--- src/rtl/usb_rcv_ctrl_if.sv ---
// Handshake bundle between the USB receive control unit and its neighbours
// (edge/EOP detectors, bit timer, shift register, receive FIFO).
interface usb_rcv_ctrl_if;
  logic       d_edge;
  logic       eop;
  logic       shift_enable;
  logic       byte_received;
  logic [7:0] rcv_data;
  logic       rcving;
  logic       w_enable;
  logic       r_error;

  modport master (
    output d_edge, eop, shift_enable, byte_received, rcv_data,
    input  rcving, w_enable, r_error
  );

  modport slave (
    input  d_edge, eop, shift_enable, byte_received, rcv_data,
    output rcving, w_enable, r_error
  );
endinterface

--- src/rtl/usb_rcv_ctrl.sv ---
// USB full-speed receive control unit: sync check, FIFO write strobes, EOP and framing errors.
// Define USB_RCV_MAXLEN_EN to enforce a MAX_BYTES data-byte limit per packet.
module usb_rcv_ctrl #(
  parameter logic [7:0] SYNC_BYTE = 8'h80
`ifdef USB_RCV_MAXLEN_EN
  , parameter int unsigned MAX_BYTES = 64
`endif
) (
  input logic         clk,
  input logic         n_rst,
  usb_rcv_ctrl_if.slave bus
);

  typedef enum logic [2:0] {
    IDLE, START, CHK_SYNC, RECV, STORE, EOP_WAIT, ERR
  } state_e;

  state_e     state_q, state_d;
  logic [2:0] bit_cnt_q, bit_cnt_d;
  logic       eop_pend_q, eop_pend_d;
  logic       rcving_q, rcving_d;
  logic       w_enable_q, w_enable_d;
  logic       r_error_q, r_error_d;
  logic       se_eop;
`ifdef USB_RCV_MAXLEN_EN
  logic [6:0] byte_cnt_q, byte_cnt_d;
`endif

  assign se_eop = bus.shift_enable & bus.eop;

  always_comb begin
    state_d    = state_q;
    bit_cnt_d  = bit_cnt_q;
    eop_pend_d = eop_pend_q;
`ifdef USB_RCV_MAXLEN_EN
    byte_cnt_d = byte_cnt_q;
`endif
    unique case (state_q)
      IDLE:     if (bus.d_edge) state_d = START;
      START: begin
        if (bus.byte_received) state_d = CHK_SYNC;
        else if (se_eop)       state_d = ERR;
      end
      CHK_SYNC: state_d = (bus.rcv_data == SYNC_BYTE) ? RECV : ERR;
      RECV: begin
        // byte_received wins over a coincident EOP sample; the EOP is deferred via eop_pend.
        if (bus.byte_received) begin
`ifdef USB_RCV_MAXLEN_EN
          if (byte_cnt_q == 7'(MAX_BYTES)) begin
            state_d = ERR;
          end else begin
            state_d    = STORE;
            eop_pend_d = se_eop;
          end
`else
          state_d    = STORE;
          eop_pend_d = se_eop;
`endif
        end else if (se_eop) begin
          state_d = (bit_cnt_q == '0) ? EOP_WAIT : ERR;
        end else if (bus.shift_enable) begin
          bit_cnt_d = bit_cnt_q + 3'd1;
        end
      end
      STORE: begin
        state_d = eop_pend_q ? EOP_WAIT : RECV;
`ifdef USB_RCV_MAXLEN_EN
        byte_cnt_d = byte_cnt_q + 7'd1;
`endif
      end
      EOP_WAIT: if (bus.d_edge) state_d = IDLE;
      ERR:      if (se_eop)     state_d = EOP_WAIT;
      default:  state_d = IDLE;
    endcase

    if (bus.byte_received) bit_cnt_d = '0;
    if (state_d == START && state_q != START) begin
      bit_cnt_d = '0;
`ifdef USB_RCV_MAXLEN_EN
      byte_cnt_d = '0;
`endif
    end
    if (state_d == EOP_WAIT) eop_pend_d = 1'b0;

    rcving_d   = (state_d != IDLE);
    w_enable_d = (state_d == STORE);
    r_error_d  = r_error_q;
    if (state_q == IDLE && bus.d_edge) r_error_d = 1'b0;
    if (state_d == ERR)                r_error_d = 1'b1;
  end

  always_ff @(posedge clk or negedge n_rst) begin
    if (!n_rst) begin
      state_q    <= IDLE;
      bit_cnt_q  <= '0;
      eop_pend_q <= 1'b0;
      rcving_q   <= 1'b0;
      w_enable_q <= 1'b0;
      r_error_q  <= 1'b0;
`ifdef USB_RCV_MAXLEN_EN
      byte_cnt_q <= '0;
`endif
    end else begin
      state_q    <= state_d;
      bit_cnt_q  <= bit_cnt_d;
      eop_pend_q <= eop_pend_d;
      rcving_q   <= rcving_d;
      w_enable_q <= w_enable_d;
      r_error_q  <= r_error_d;
`ifdef USB_RCV_MAXLEN_EN
      byte_cnt_q <= byte_cnt_d;
`endif
    end
  end

  assign bus.rcving   = rcving_q;
  assign bus.w_enable = w_enable_q;
  assign bus.r_error  = r_error_q;

endmodule

--- src/flat_wrapper.sv ---
// flat-port wrapper written by rule: the top's interface ports become plain ports
module usb_rcv_ctrl_flat 
#(
  parameter logic [7:0] SYNC_BYTE = 8'h80

)
  (clk, n_rst, bus_d_edge, bus_eop, bus_shift_enable, bus_byte_received, bus_rcv_data, bus_rcving, bus_w_enable, bus_r_error);
  usb_rcv_ctrl_if bus_i ();
  input logic clk;
  input logic n_rst;
  input wire logic [$bits(bus_i.d_edge)-1:0] bus_d_edge;
  input wire logic [$bits(bus_i.eop)-1:0] bus_eop;
  input wire logic [$bits(bus_i.shift_enable)-1:0] bus_shift_enable;
  input wire logic [$bits(bus_i.byte_received)-1:0] bus_byte_received;
  input wire logic [$bits(bus_i.rcv_data)-1:0] bus_rcv_data;
  output wire logic [$bits(bus_i.rcving)-1:0] bus_rcving;
  output wire logic [$bits(bus_i.w_enable)-1:0] bus_w_enable;
  output wire logic [$bits(bus_i.r_error)-1:0] bus_r_error;
  assign bus_i.d_edge = bus_d_edge;
  assign bus_i.eop = bus_eop;
  assign bus_i.shift_enable = bus_shift_enable;
  assign bus_i.byte_received = bus_byte_received;
  assign bus_i.rcv_data = bus_rcv_data;
  assign bus_rcving = bus_i.rcving;
  assign bus_w_enable = bus_i.w_enable;
  assign bus_r_error = bus_i.r_error;
  usb_rcv_ctrl #(.SYNC_BYTE(SYNC_BYTE)) u_core (.clk(clk), .n_rst(n_rst), .bus(bus_i));
endmodule
--- config.mk ---
export PLATFORM = sky130hd
export DESIGN_NAME = usb_rcv_ctrl_flat
export DESIGN_NICKNAME = d
export VERILOG_FILES = /design/src/rtl/usb_rcv_ctrl_if.sv /design/src/rtl/usb_rcv_ctrl.sv /design/src/flat_wrapper.sv
export SDC_FILE = /design/constraint.sdc
export NUM_CORES = 1
export LEC_CHECK = 0
export CORE_ASPECT_RATIO = 1.25
export CORE_MARGIN = 2
export CORE_UTILIZATION = 40
export CTS_BUF_LIST = sky130_fd_sc_hd__clkbuf_4
export CTS_CLUSTER_DIAMETER = 80
export CTS_CLUSTER_SIZE = 25
export DETAILED_ROUTE_END_ITERATION = 10
export PLACE_DENSITY_LB_ADDON = 0.25
export SYNTH_ARGS = -nofsm -noshare
export SYNTH_HDL_FRONTEND = slang
export SYNTH_SLANG_ARGS = --single-unit
--- constraint.sdc ---
create_clock -name clk -period 3.3 [get_ports clk]
set_input_delay 0.495 -clock clk [delete_from_list [all_inputs] [get_ports clk]]
set_output_delay 0.495 -clock clk [all_outputs]
set_load 0.005 [all_outputs]
==> After elaboration in Yosys (flattened, before gate mapping) <==
Cells that the tools add are included.
{ "classes": {"order_cmp": 0, "mux": 21, "shift": 0, "div": 0, "bitwise_logic": 1, "n_reduce_logical": 12, "n_mul": 0, "n_eq_ne": 13, "addsub": 1} }
{ "op_table": {"columns": ["cell", "count"], "rows": [
  ["3-bit 2-to-1 mux", 14],
  ["3-bit case mux with 7 select lines", 1],
  ["3-bit == test (second input constant)", 6],
  ["3-bit nonzero test", 3],
  ["8-bit == test (second input constant)", 1],
  ["3-bit by 1-bit == test with 1-bit output (second input constant)", 2],
  ["3-bit by 2-bit == test with 1-bit output (second input constant)", 2],
  ["3-bit zero test", 2],
  ["2-bit nonzero test", 3],
  ["1-bit 2-to-1 mux", 5],
  ["3-bit by 1-bit adder with 3-bit output (second input constant)", 1],
  ["3-bit by 1-bit != test with 1-bit output (second input constant)", 1],
  ["3-bit != test (second input constant)", 1],
  ["3-bit AND reduction", 1],
  ["1-bit logical AND", 2],
  ["2-bit 2-to-1 mux", 1],
  ["2-bit AND reduction", 1],
  ["1-bit AND", 1]
]} }
{ "word_totals": {"output_inout_bits": 3, "latch_bits": 0, "inputBits": 14, "elab_cells": 54, "regBits": 10, "ram_bits": 0, "memories": 0, "romBits": 0} }

==> Logic depth before layout (Yosys ltp) <==
Gate-level depths: netlist of the first run.
{ "depth": {"depth_word": 9, "ltp_mapped": 6, "mapped_depth_nobuf": 6} }

==> Worst setup path before layout of the first run <==
Ideal clock, no wire load.
{ "synth_timing": {"kind": "input -> register", "startpoint": "input bus_rcv_data[5]", "endpoint": "register u_core.eop_pend_q", "path_buffers": 0, "path_stages": 5, "arrival_ns": 1.327, "required_time_ns": 3.227, "path_slack_ns": 1.901, "setup_ns": 0.073, "cell_sequence": "nor4b_2 a2111oi_2 nor3_4 inv_2 a21oi_2"} }
{ "synth_between": {"elab_chain_len": 6, "elab_cells_between_ends": 8, "classes_between": "eq/ne (2); mux (3); reduce/logical (3)"} }
{ "synth_lines": {"columns": ["item", "line_no", "text"], "rows": [
  ["start: declaration", "flat_wrapper.sv:15", "input wire logic [$bits(bus_i.rcv_data)-1:0] bus_rcv_data;"],
  ["8-bit == test (*)", "usb_rcv_ctrl.sv:44", "CHK_SYNC: state_d = (bus.rcv_data == SYNC_BYTE) ? RECV : ERR;"],
  ["3-bit 2-to-1 mux (*)", "usb_rcv_ctrl.sv:44", null],
  ["3-bit case mux with 7 select lines (*)", "usb_rcv_ctrl.sv:38", "unique case (state_q)"],
  ["net u_core.state_d[2]", "usb_rcv_ctrl.sv:18", "state_e state_q, state_d;"],
  ["3-bit == test (*)", "usb_rcv_ctrl.sv:83", "if (state_d == EOP_WAIT) eop_pend_d = 1'b0;"],
  ["2-bit nonzero test (no line)", null, null],
  ["2-bit AND reduction (no line)", null, null],
  ["end signal: assignment", "usb_rcv_ctrl.sv:106", "eop_pend_q <= eop_pend_d;"],
  ["end: declaration", "usb_rcv_ctrl.sv:20", "logic eop_pend_q, eop_pend_d;"]
]} }
Mark *: on every way through the listed nets, which the timed path passes. The rest lies on a longest branch.
A chain may end at the register's enable or synchronous reset.

==> Worst setup path after layout of the first run <==
{ "layout_timing": {"startpoint": "input bus_byte_received", "endpoint": "register u_core.r_error_q (netlist: u_core.bus.r_error)"} }
{ "layout_between": {"elab_chain_len": 4, "elab_cells_between_ends": 6, "classes_between": "eq/ne (1); mux (4); reduce/logical (1)"} }
{ "layout_lines": {"columns": ["item", "line_no", "text"], "rows": [
  ["start: declaration", "flat_wrapper.sv:14", "input wire logic [$bits(bus_i.byte_received)-1:0] bus_byte_received;"],
  ["3-bit 2-to-1 mux, on equally long branches", "usb_rcv_ctrl.sv:47, usb_rcv_ctrl.sv:41", null],
  ["3-bit case mux with 7 select lines (*)", "usb_rcv_ctrl.sv:38", null],
  ["3-bit == test (*)", "usb_rcv_ctrl.sv:89", "if (state_d == ERR) r_error_d = 1'b1;"],
  ["1-bit 2-to-1 mux or 2-bit nonzero test (tied branches)", null, null],
  ["end signal: assignment", "usb_rcv_ctrl.sv:109", "r_error_q <= r_error_d;"],
  ["end: declaration", "usb_rcv_ctrl.sv:23", "logic r_error_q, r_error_d;"]
]} }
Every way passes the cells marked *; elsewhere a longest branch is shown, timed or not.

==> impl_metrics.yaml, run 1 <==
die:
  io_pins: 17
  die_h_um: 50.4
  dieArea_um2: 2070
  starting_utilization_of_the_core_area_pct: 43.0
  row_count: 16
  die_w_um: 41.1
  core-area_um2: 1600
cells_and_area:
  insertedDiodeCount: 0
  drive_gt1_share_pct: 17.6
  final_nets: 103
  synthToLayoutAreaGrowth_pct: 27.1
  fin_util_pct: 54.6
  final_area_um2: 875
sta:
  max_slew.worst_pin.slew_ns: 0.435
  maxClockFrequency_ghz: 0.587
  hold_violations: 0
  clock_skew_ns: 0.00552
  fin_worst_hold_slack_ns: 0.535
  timing_max_transition_violations_final: 0
  setup_tns_ns: 0
  timing.final.crit_period_ns: 1.71
  final_min_period_over_clock_period_pct: 51.7
  slew_headroom_pct: 70.9
  setup_repair_after_global_routing_missed_its_margin: "false"
  final-setup-viol-count: 0
pwr:
  power.density_nw_per_um2: 652
  max_rail_drop_vdd_mv: 0.364
  power.static_leakage_nw: 0.347
clocking:
  clk_pin_slew_worst_paths_ns: 0.06
  cts_max_path_buffers: 2
  clock_tree.root_cell: "sky130_fd_sc_hd__clkbuf_4"
  tritoncts_clock_tree: "done"
  clk_latency_ns: 0.26
  tritoncts.num_buffers: 3
  clkSinkCount: 10
  cts_repair_resize_count: 0
  cts.htree.levels: 1
  hold_buffers: 0
  cts_post_setup_buffers_inserted: 0
worst_setup_path:
  startpoint_type: "input pin"
  worst_r2r_startpoint: "u_core.state_q[1]"
  worstSetupStartpoint: "bus_byte_received"
  worstSetupPathType: "in2reg"
  path_cells: "clkdlybuf4s50_1, nand2b_1, a222oi_1, a221oi_2, o22ai_1"
  critPathBufInv: 1
  crit_path_top_delay_cell: "sky130_fd_sc_hd__clkdlybuf4s50_1"
  critical_path_arrival_ns: 1.88
  end_kind: "flip-flop"
  crit_path_max_fanout: 8
  critPathRequiredTime_ns: 3.48
  crit_path_max_incr_delay_ns: 0.60
  critPathTopFamily: "compound AO/OA/AOI/OAI gates"
global_routing:
  grt_max_degree: 13
  grt_use_total_pct: 15.6
  grt_pass1_wl_um: 2180
  gr-total-overflow: 0
  number_of_antenna_violations_at_the_first_check_in_global_routing: 0
  first_global_vias: 559
yosys:
  seq_area_frac_synth_pct: 36.4
  post_synth_instance_area_um2: 688
  post_synthesis_cell_type_count: 36
  ys_ff_latch: 10
  syn-instance-count: 68
  post_synth.cell_area_avg_um2: 10.1
  synth_top_cell_by_area: "sky130_fd_sc_hd__dfrtp_1"
  netlist.area_leader.share_pct: 36.4
  synthesis.yosys.warnings: 0
  synth_top_cells_by_area: "sky130_fd_sc_hd__dfrtp_1 (36%), sky130_fd_sc_hd__nor2_1 (4.9%), sky130_fd_sc_hd__inv_1 (3.8%), sky130_fd_sc_hd__ha_1 (3.6%), sky130_fd_sc_hd__nor4_2 (3.6%)"
  postSynthNetCount: 84
drt:
  drcViolationCount: 0
  iteration_count_of_the_initial_detailed_routing_pass: 4
  wl_per_cell_um: 12.9
  routed_wirelength_um: 1330
  vias_per_cell: 5.43
  via_count: 559
  drt_first_iter_violations: 8
  ant_nets: 0
placement:
  hpwl_um: 1100
  port_buffers: 16
  placement.cell_area_um2: 852
  finalWeightedCongestion: 0.775
hold_path:
  min_path_type: "reg2reg"
  worst_hold_startpoint: "u_core.bus.r_error"
run:
  cap_violations: 0
run_status:
  run_status: "completed"
final cells by class:
class | instances | area [um^2]
tap | 18 | 22.5
clock buffer | 3 | 22.5
fill | 162 | 727
timing repair buffer | 16 | 160
inverter | 9 | 33.8
multi-input combinational | 47 | 385
sequential | 10 | 250
flip-flops by register name (all words and copies together), names as in the netlist:
signal and cells:
u_core.eop_pend_q 1, u_core.bit_cnt_q 3, u_core.bus.w_enable 1, u_core.bus.rcving 1, u_core.bus.r_error 1, u_core.state_q 3
Yosys cell counts (all sizes together):
library cell,count
or3,1
nand4,2
and2,1
dfrtp,10
nor4,2
o311a,1
nor2,9
nor3,3
or2,1
o21ai,2
mux2i,2
o22ai,1
or2b,1
nand4b,1
a2111oi,1
nand3b,3
ha,2
nand2,1
a221oi,1
buf,2
nor4b,1
nand2b,3
a21oi,2
o32a,1
inv,9
a31o,1
xnor2,2
and3b,1
a222oi,1
metrics by stage:
| step | power, mW | setup WS, ns | std cells |
|---|---|---|---|
| 2_1_floorplan | 0.432 | 1.90 | 68 |
| 3_3_place_gp | 0.490 | 1.36 | 100 |
| 3_5_place_dp | 0.496 | 1.33 | 100 |
| 4_1_cts | 0.579 | 1.60 | 103 |
| 5_1_grt | 0.618 | 1.51 | 103 |
| 6_report | 0.570 | 1.59 | 103 |
logic make-up after synthesis:
group	after synthesis	synth area share [%]
AO/OA/AOI/OAI	11	16.0
buffers and inverters	11	7.64
adder cells (fa/ha/maj)	2	3.64
AND/OR/NAND/NOR	30	30.9
multiplexers	2	2.91
flip-flops	10	36.4
XOR/XNOR	2	2.55
final timing paths:
check                                           to  slack, ns  cells after the start
worst max-delay path            u_core.bus.r_error       1.59                      5
worst min-delay path            u_core.bus.r_error       0.53                      2
worst max register to register   u_core.bus.rcving       1.79                      4
worst min register to register  u_core.bus.r_error       0.53                      2
max in group asynchronous        u_core.state_q[0]       2.45                      1
min in group asynchronous       u_core.bus.r_error       0.54                      1
per-layer routing:
metal	vias to the layer above	wire [um]	GRT usage, %
met5	-	0	0
met4	0	34	9.68
met3	5	112	2.65
met2	18	617	24.5
met1	260	568	18.7
li1	276	-	-
tightest hold or removal path, delay by kind of cell (launching register included):
family / cells / cell delay (ns)
DFF: 1 / 0.38
AOI/OAI and AO/OA: 1 / 0.06
buffers and inverters: 1 / 0.05
placed cells by master (no fill, tap or decap), types with 2 or more instances in the layout:
cell type	instances
sky130_fd_sc_hd__dfrtp_1	10
sky130_fd_sc_hd__nand3b_1	3
sky130_fd_sc_hd__nor4_2	2
sky130_fd_sc_hd__clkbuf_4	3
sky130_fd_sc_hd__inv_1	7
sky130_fd_sc_hd__ha_1	2
sky130_fd_sc_hd__nand2b_1	3
sky130_fd_sc_hd__mux2i_1	2
sky130_fd_sc_hd__xnor2_1	2
sky130_fd_sc_hd__inv_2	2
sky130_fd_sc_hd__clkdlybuf4s50_1	16
sky130_fd_sc_hd__nor2_1	9
power by group:
| group | internal, mW | switching [mW] |
|---|---|---|
| Sequential | 0.160 | 0.0653 |
| Combinational | 0.143 | 0.124 |
| Clock | 0.0418 | 0.0360 |
| Total | 0.345 | 0.226 |
Note: power is estimated with default switching activity, not from simulation.
==> run 2, diff against run 1 <==
- clock period: 3.3 -> 1.4 ns (I/O delays scaled with it)
==> run 2 against run 1 <==
  * Clock-buffer cell count did not move
  * Clock power rose to 2.5 times the previous value
  * Design area rose by 21%
  * Hold slack got worse by 0.29 ns
  * Combinational power rose to 3.9 times the previous value
  * Sequential cell count did not move
  * Worst setup slack got worse by 1.6 ns
  * Sequential share of layout area fell by 4.7 points
  * The flow now finishes with violations (negative setup slack)
  * Critical path depth did not move
==> impl_metrics.yaml, run 2 (synthesis gave the netlist of run 1 again) <==
cells_and_area:
  final_area_um2: 1060
  final_nets: 120
  drive_gt1_share_pct: 34.0
  fin_util_pct: 66.1
  num-fill-cells: 131
  multiInputGateArea_um2: 432
  stdcell_count: 121
  insertedDiodeCount: 0
  synthToLayoutAreaGrowth_pct: 53.8
  layout.cells.most_common_list: "sky130_fd_sc_hd__clkdlybuf4s50_1 (16), sky130_fd_sc_hd__buf_4 (16), sky130_fd_sc_hd__nor2_1 (9)"
  regArea_um2: 253
  layout_top_registers: "u_core.bit_cnt_q: 3 flops, u_core.state_q: 3 flops"
drt:
  drcViolationCount: 0
  iteration_count_of_the_initial_detailed_routing_pass: 4
  vias_per_cell: 5.34
  routed_wirelength_um: 1690
  ant_nets: 0
  wl_per_cell_um: 14.0
  via_count: 646
  drt_first_iter_violations: 16
pwr:
  max_rail_drop_vdd_mv: 0.912
  share_clk_of_total_power_pct: 11.7
  intPower_mw: 1.05
  p_comb_share_pct: 61.4
  power.density_nw_per_um2: 1600
  power_mw: 1.70
  register_share_of_total_power_pct: 26.9
  sw_frac_of_total_pct: 38.2
  p_switching_mw: 0.648
  power.static_leakage_nw: 0.450
sta:
  max_slew.worst_pin.slew_ns: 0.430
  hold_violations: 0
  fin_worst_hold_slack_ns: 0.244
  slew_headroom_pct: 71.3
  timing_max_transition_violations_final: 0
  post-route-worst-setup-slack_ns: -0.0381
  timing.final.crit_period_ns: 1.44
  clock_skew_ns: 0.0133
  setup_tns_ns: -0.0414
  final_min_period_over_clock_period_pct: 103
  maxClockFrequency_ghz: 0.695
  final-setup-viol-count: 2
  setup_repair_after_global_routing_missed_its_margin: "true"
global_routing:
  gr-total-overflow: 0
  number_of_antenna_violations_at_the_first_check_in_global_routing: 0
  grt_max_degree: 11
  grt_pass1_wl_um: 2590
  grt_use_total_pct: 18.6
  first_global_vias: 626
die:
  die_h_um: 50.4
  core-area_um2: 1600
  starting_utilization_of_the_core_area_pct: 43.0
  die_w_um: 41.1
  io_pins: 17
  row_count: 16
  dieArea_um2: 2070
clocking:
  clk_latency_ns: 0.27
  clk_pin_slew_worst_paths_ns: 0.07
  clock_tree.root_cell: "sky130_fd_sc_hd__clkbuf_4"
  tritoncts.num_buffers: 3
  hold_buffers: 0
  tritoncts_clock_tree: "done"
  clkSinkCount: 10
  cts_max_path_buffers: 2
  cts.htree.levels: 1
placement:
  port_buffers: 16
  finalWeightedCongestion: 0.877
  placement.cell_area_um2: 942
  hpwl_um: 1310
  placedCellCount: 112
  placement.setup.worst_slack_ns: -0.278
worst_setup_path:
  end_kind: "flip-flop"
  crit_path_max_fanout: 5
  worstSetupPathType: "reg2reg"
  startpoint_type: "flip-flop"
  critical_path_arrival_ns: 1.63
  critPathRequiredTime_ns: 1.59
hold_path:
  min_path_type: "in2async"
run_status:
  failed_checks: "negative setup slack"
  run_status: "finished, violations left"
run:
  cap_violations: 0
==> run 2: cell types whose count changed in the layout (fill, tap and decap cells not counted), sizes merged <==
cell,delta
buf,+17
clkinv,+1
==> run 2: cell type report <==
type,instances,area share (%)
clock buffers,3,2.13
clock inverters,1,0.355
inverters,9,3.19
multi-input cells,47,40.8
flip-flops and latches,10,23.9
well taps,18,2.13
repair buffers,33,27.5
==> run 2: routing by layer <==
| layer | GRT usage [%] | part of all wire (%) | up-vias |
|---|---|---|---|
| li1 | - | - | 312 |
| met1 | 21.4 | 37 | 306 |
| met2 | 29.7 | 52 | 24 |
| met3 | 3.54 | 9.0 | 4 |
| met4 | 11.3 | 1.9 | 0 |
| met5 | 0 | 0 | - |
==> run 2: worst paths after layout <==
| kind | depth (start not counted) | startpoint | endpoint | slack [ns] |
|---|---|---|---|---|
| setup / recovery | 5 | u_core.state_q[1] | u_core.bus.r_error | -0.04 |
| min in group clk | 2 | u_core.bus.r_error | u_core.bus.r_error | 0.53 |
| hold / removal | 1 | n_rst | u_core.bit_cnt_q[0] | 0.24 |
| max in group asynchronous | 1 | n_rst | u_core.state_q[0] | 0.82 |
| hold reg to reg | 2 | u_core.bus.r_error | u_core.bus.r_error | 0.53 |
| setup reg to reg | 5 | u_core.state_q[1] | u_core.bus.r_error | -0.04 |
==> run 2: power groups by stage <==
stage | Combinational [mW] | Sequential, mW | Clock [mW]
finish | 1.04 | 0.457 | 0.198
global route | 1.13 | 0.470 | 0.230
CTS | 0.857 | 0.493 | 0.210
global placement | 0.818 | 0.488 | 0
detailed placement | 0.839 | 0.491 | 0
floorplan | 0.568 | 0.450 | 0
==> run 2: critical path: stages, from the launching register on <==
cell and delay (ns):
sky130_fd_sc_hd__dfrtp_2 0.45, sky130_fd_sc_hd__buf_6 0.14, sky130_fd_sc_hd__nand2b_4 0.12, sky130_fd_sc_hd__a222oi_1 0.37
sky130_fd_sc_hd__a221oi_2 0.09, sky130_fd_sc_hd__o22ai_1 0.18
==> run 2: repair_timing <==
action                                  4_1_cts  5_1_grt
gates resized for setup                       2        8
buffers inserted                              1        4
hold endpoints to repair                      0        0
endpoints found under the setup margin        4        6
pin swaps                                     0        5
==> run 3, diff against run 2 <==
- MAX_ROUTING_LAYER: not set -> met4
==> run 3 against run 2 <==
  * The run still ends with negative setup slack left
  * Sequential power barely moved
  * Utilization did not move
  * Clock skew barely moved
  * Clock power barely moved
  * Maximum frequency barely moved
  * Routed wire length barely moved
  * Via count rose by 1.7%
  * Worst setup slack barely moved
  * Non-clock buffer count did not move
  * Clock-buffer cell count did not move
  * Register-to-register slack barely moved
  * Combinational power barely moved
  * Critical endpoint unchanged
  * Largest power group unchanged
  * Highest routed layer unchanged
==> impl_metrics.yaml, run 3 (synthesis gave the netlist of run 1 again) <==
sta:
  final_min_period_over_clock_period_pct: 103
  post-route-worst-setup-slack_ns: -0.0386
  timing.final.crit_period_ns: 1.44
  final-setup-viol-count: 1
  setup_repair_after_global_routing_missed_its_margin: "true"
  slew_headroom_pct: 71.3
  fin_worst_hold_slack_ns: 0.244
  maxClockFrequency_ghz: 0.695
  hold_violations: 0
  max_slew.worst_pin.slew_ns: 0.430
  timing_max_transition_violations_final: 0
  clock_skew_ns: 0.0133
global_routing:
  grt_use_total_pct: 19.0
  grt_pass1_wl_um: 2590
  gr-total-overflow: 0
  number_of_antenna_violations_at_the_first_check_in_global_routing: 0
  grt_max_degree: 11
  first_global_vias: 627
pwr:
  p_comb_share_pct: 61.3
  sw_frac_of_total_pct: 38.1
  p_switching_mw: 0.646
  max_rail_drop_vdd_mv: 0.912
  share_clk_of_total_power_pct: 11.7
  register_share_of_total_power_pct: 27.0
  power.static_leakage_nw: 0.450
  power.density_nw_per_um2: 1600
  intPower_mw: 1.05
die:
  core-area_um2: 1600
  row_count: 16
  die_w_um: 41.1
  die_h_um: 50.4
  dieArea_um2: 2070
  io_pins: 17
  starting_utilization_of_the_core_area_pct: 43.0
worst_setup_path:
  crit_path_max_fanout: 5
  worstSetupPathType: "reg2reg"
  end_kind: "flip-flop"
  crit_path_max_incr_delay_ns: 0.45
  critical_path_arrival_ns: 1.63
  path_cells: "buf_6, nand2b_4, a222oi_1, a221oi_2, o22ai_1"
  critPathRequiredTime_ns: 1.59
  crit_path_top_delay_cell: "sky130_fd_sc_hd__dfrtp_2"
  startpoint_type: "flip-flop"
clocking:
  cts_max_path_buffers: 2
  clk_pin_slew_worst_paths_ns: 0.07
  clock_tree.root_cell: "sky130_fd_sc_hd__clkbuf_4"
  clk_latency_ns: 0.27
  tritoncts.num_buffers: 3
  cts.htree.levels: 1
  hold_buffers: 0
  clkSinkCount: 10
  tritoncts_clock_tree: "done"
cells_and_area:
  insertedDiodeCount: 0
  synthToLayoutAreaGrowth_pct: 53.8
  final_area_um2: 1060
  final_nets: 120
  fin_util_pct: 66.1
  layout_top_registers: "u_core.bit_cnt_q: 3 flops, u_core.state_q: 3 flops"
  drive_gt1_share_pct: 34.0
  num-fill-cells: 131
  layout.cells.most_common_list: "sky130_fd_sc_hd__clkdlybuf4s50_1 (16), sky130_fd_sc_hd__buf_4 (16), sky130_fd_sc_hd__nor2_1 (9)"
drt:
  via_count: 657
  drcViolationCount: 0
  routed_wirelength_um: 1690
  vias_per_cell: 5.43
  iteration_count_of_the_initial_detailed_routing_pass: 4
  wl_per_cell_um: 14.0
  ant_nets: 0
  drt_first_iter_violations: 16
placement:
  finalWeightedCongestion: 0.891
  placement.cell_area_um2: 942
  placement.setup.worst_slack_ns: -0.278
  hpwl_um: 1310
  port_buffers: 16
hold_path:
  min_path_type: "in2async"
run_status:
  run_status: "finished, violations left"
  failed_checks: "negative setup slack"
run:
  cap_violations: 0
[run 3: cell counts in the layout (fill, tap and decap cells not counted)]
No cell type changed its count.
[run 3: worst max-delay path, delay by kind of cell (launching register included)]
family	cells	cell delay, ns
flip-flops	1	0.45
buffers and inverters	1	0.14
AND/OR/NAND/NOR	1	0.12
AO/OA/AOI/OAI	3	0.64
[run 3: cell type report]
cell class                 instances  area [um^2]  share of cell area, %
multi-input combinational         47          432                   40.8
clock inverter                     1         3.75                  0.355
timing repair buffer              33          292                   27.5
inverter                           9         33.8                   3.19
clock buffer                       3         22.5                   2.13
sequential                        10          253                   23.9
tap                               18         22.5                   2.13
[run 3: worst paths after layout]
kind                       cells after the start  slack [ns]                from                  end
max                                            5       -0.04   u_core.state_q[1]   u_core.bus.r_error
min                                            1        0.24               n_rst  u_core.bit_cnt_q[0]
max reg2reg                                    5       -0.04   u_core.state_q[1]   u_core.bus.r_error
min reg2reg                                    2        0.53  u_core.bus.r_error   u_core.bus.r_error
max in group asynchronous                      1        0.82               n_rst    u_core.state_q[0]
min in group clk                               2        0.53  u_core.bus.r_error   u_core.bus.r_error
[run 3: power groups by stage]
stage	combinational, mW	clock (mW)	sequential, mW
2_1_floorplan	0.568	0	0.450
3_3_place_gp	0.818	0	0.488
3_5_place_dp	0.839	0	0.491
4_1_cts	0.857	0.210	0.493
5_1_grt	1.13	0.230	0.470
6_report	1.04	0.198	0.458
[run 3: per-layer routing]
metal | share of wire (%) | GRT usage [%] | vias up
met5 | 0 | - | -
met4 | 3.1 | 11.3 | 0
met3 | 8.6 | 3.10 | 8
met2 | 51 | 29.7 | 31
met1 | 37 | 21.7 | 305
li1 | - | - | 313
[run 3: stage by stage]
stage	cells	TNS, ns	power, mW
after floorplan	68	0	1.02
after global placement	112	-1.37	1.31
after detailed placement	112	-1.50	1.33
after CTS	117	-0.00296	1.56
after global routing	121	-0.270	1.83
final	121	-0.0386	1.70
[run 3: what timing repair did]
| item | CTS | global route |
|---|---|---|
| gates cloned | 0 | 0 |
| resized for setup | 2 | 8 |
| pin swaps | 0 | 5 |
| setup buffers | 1 | 4 |
| setup endpoints to repair | 4 | 6 |
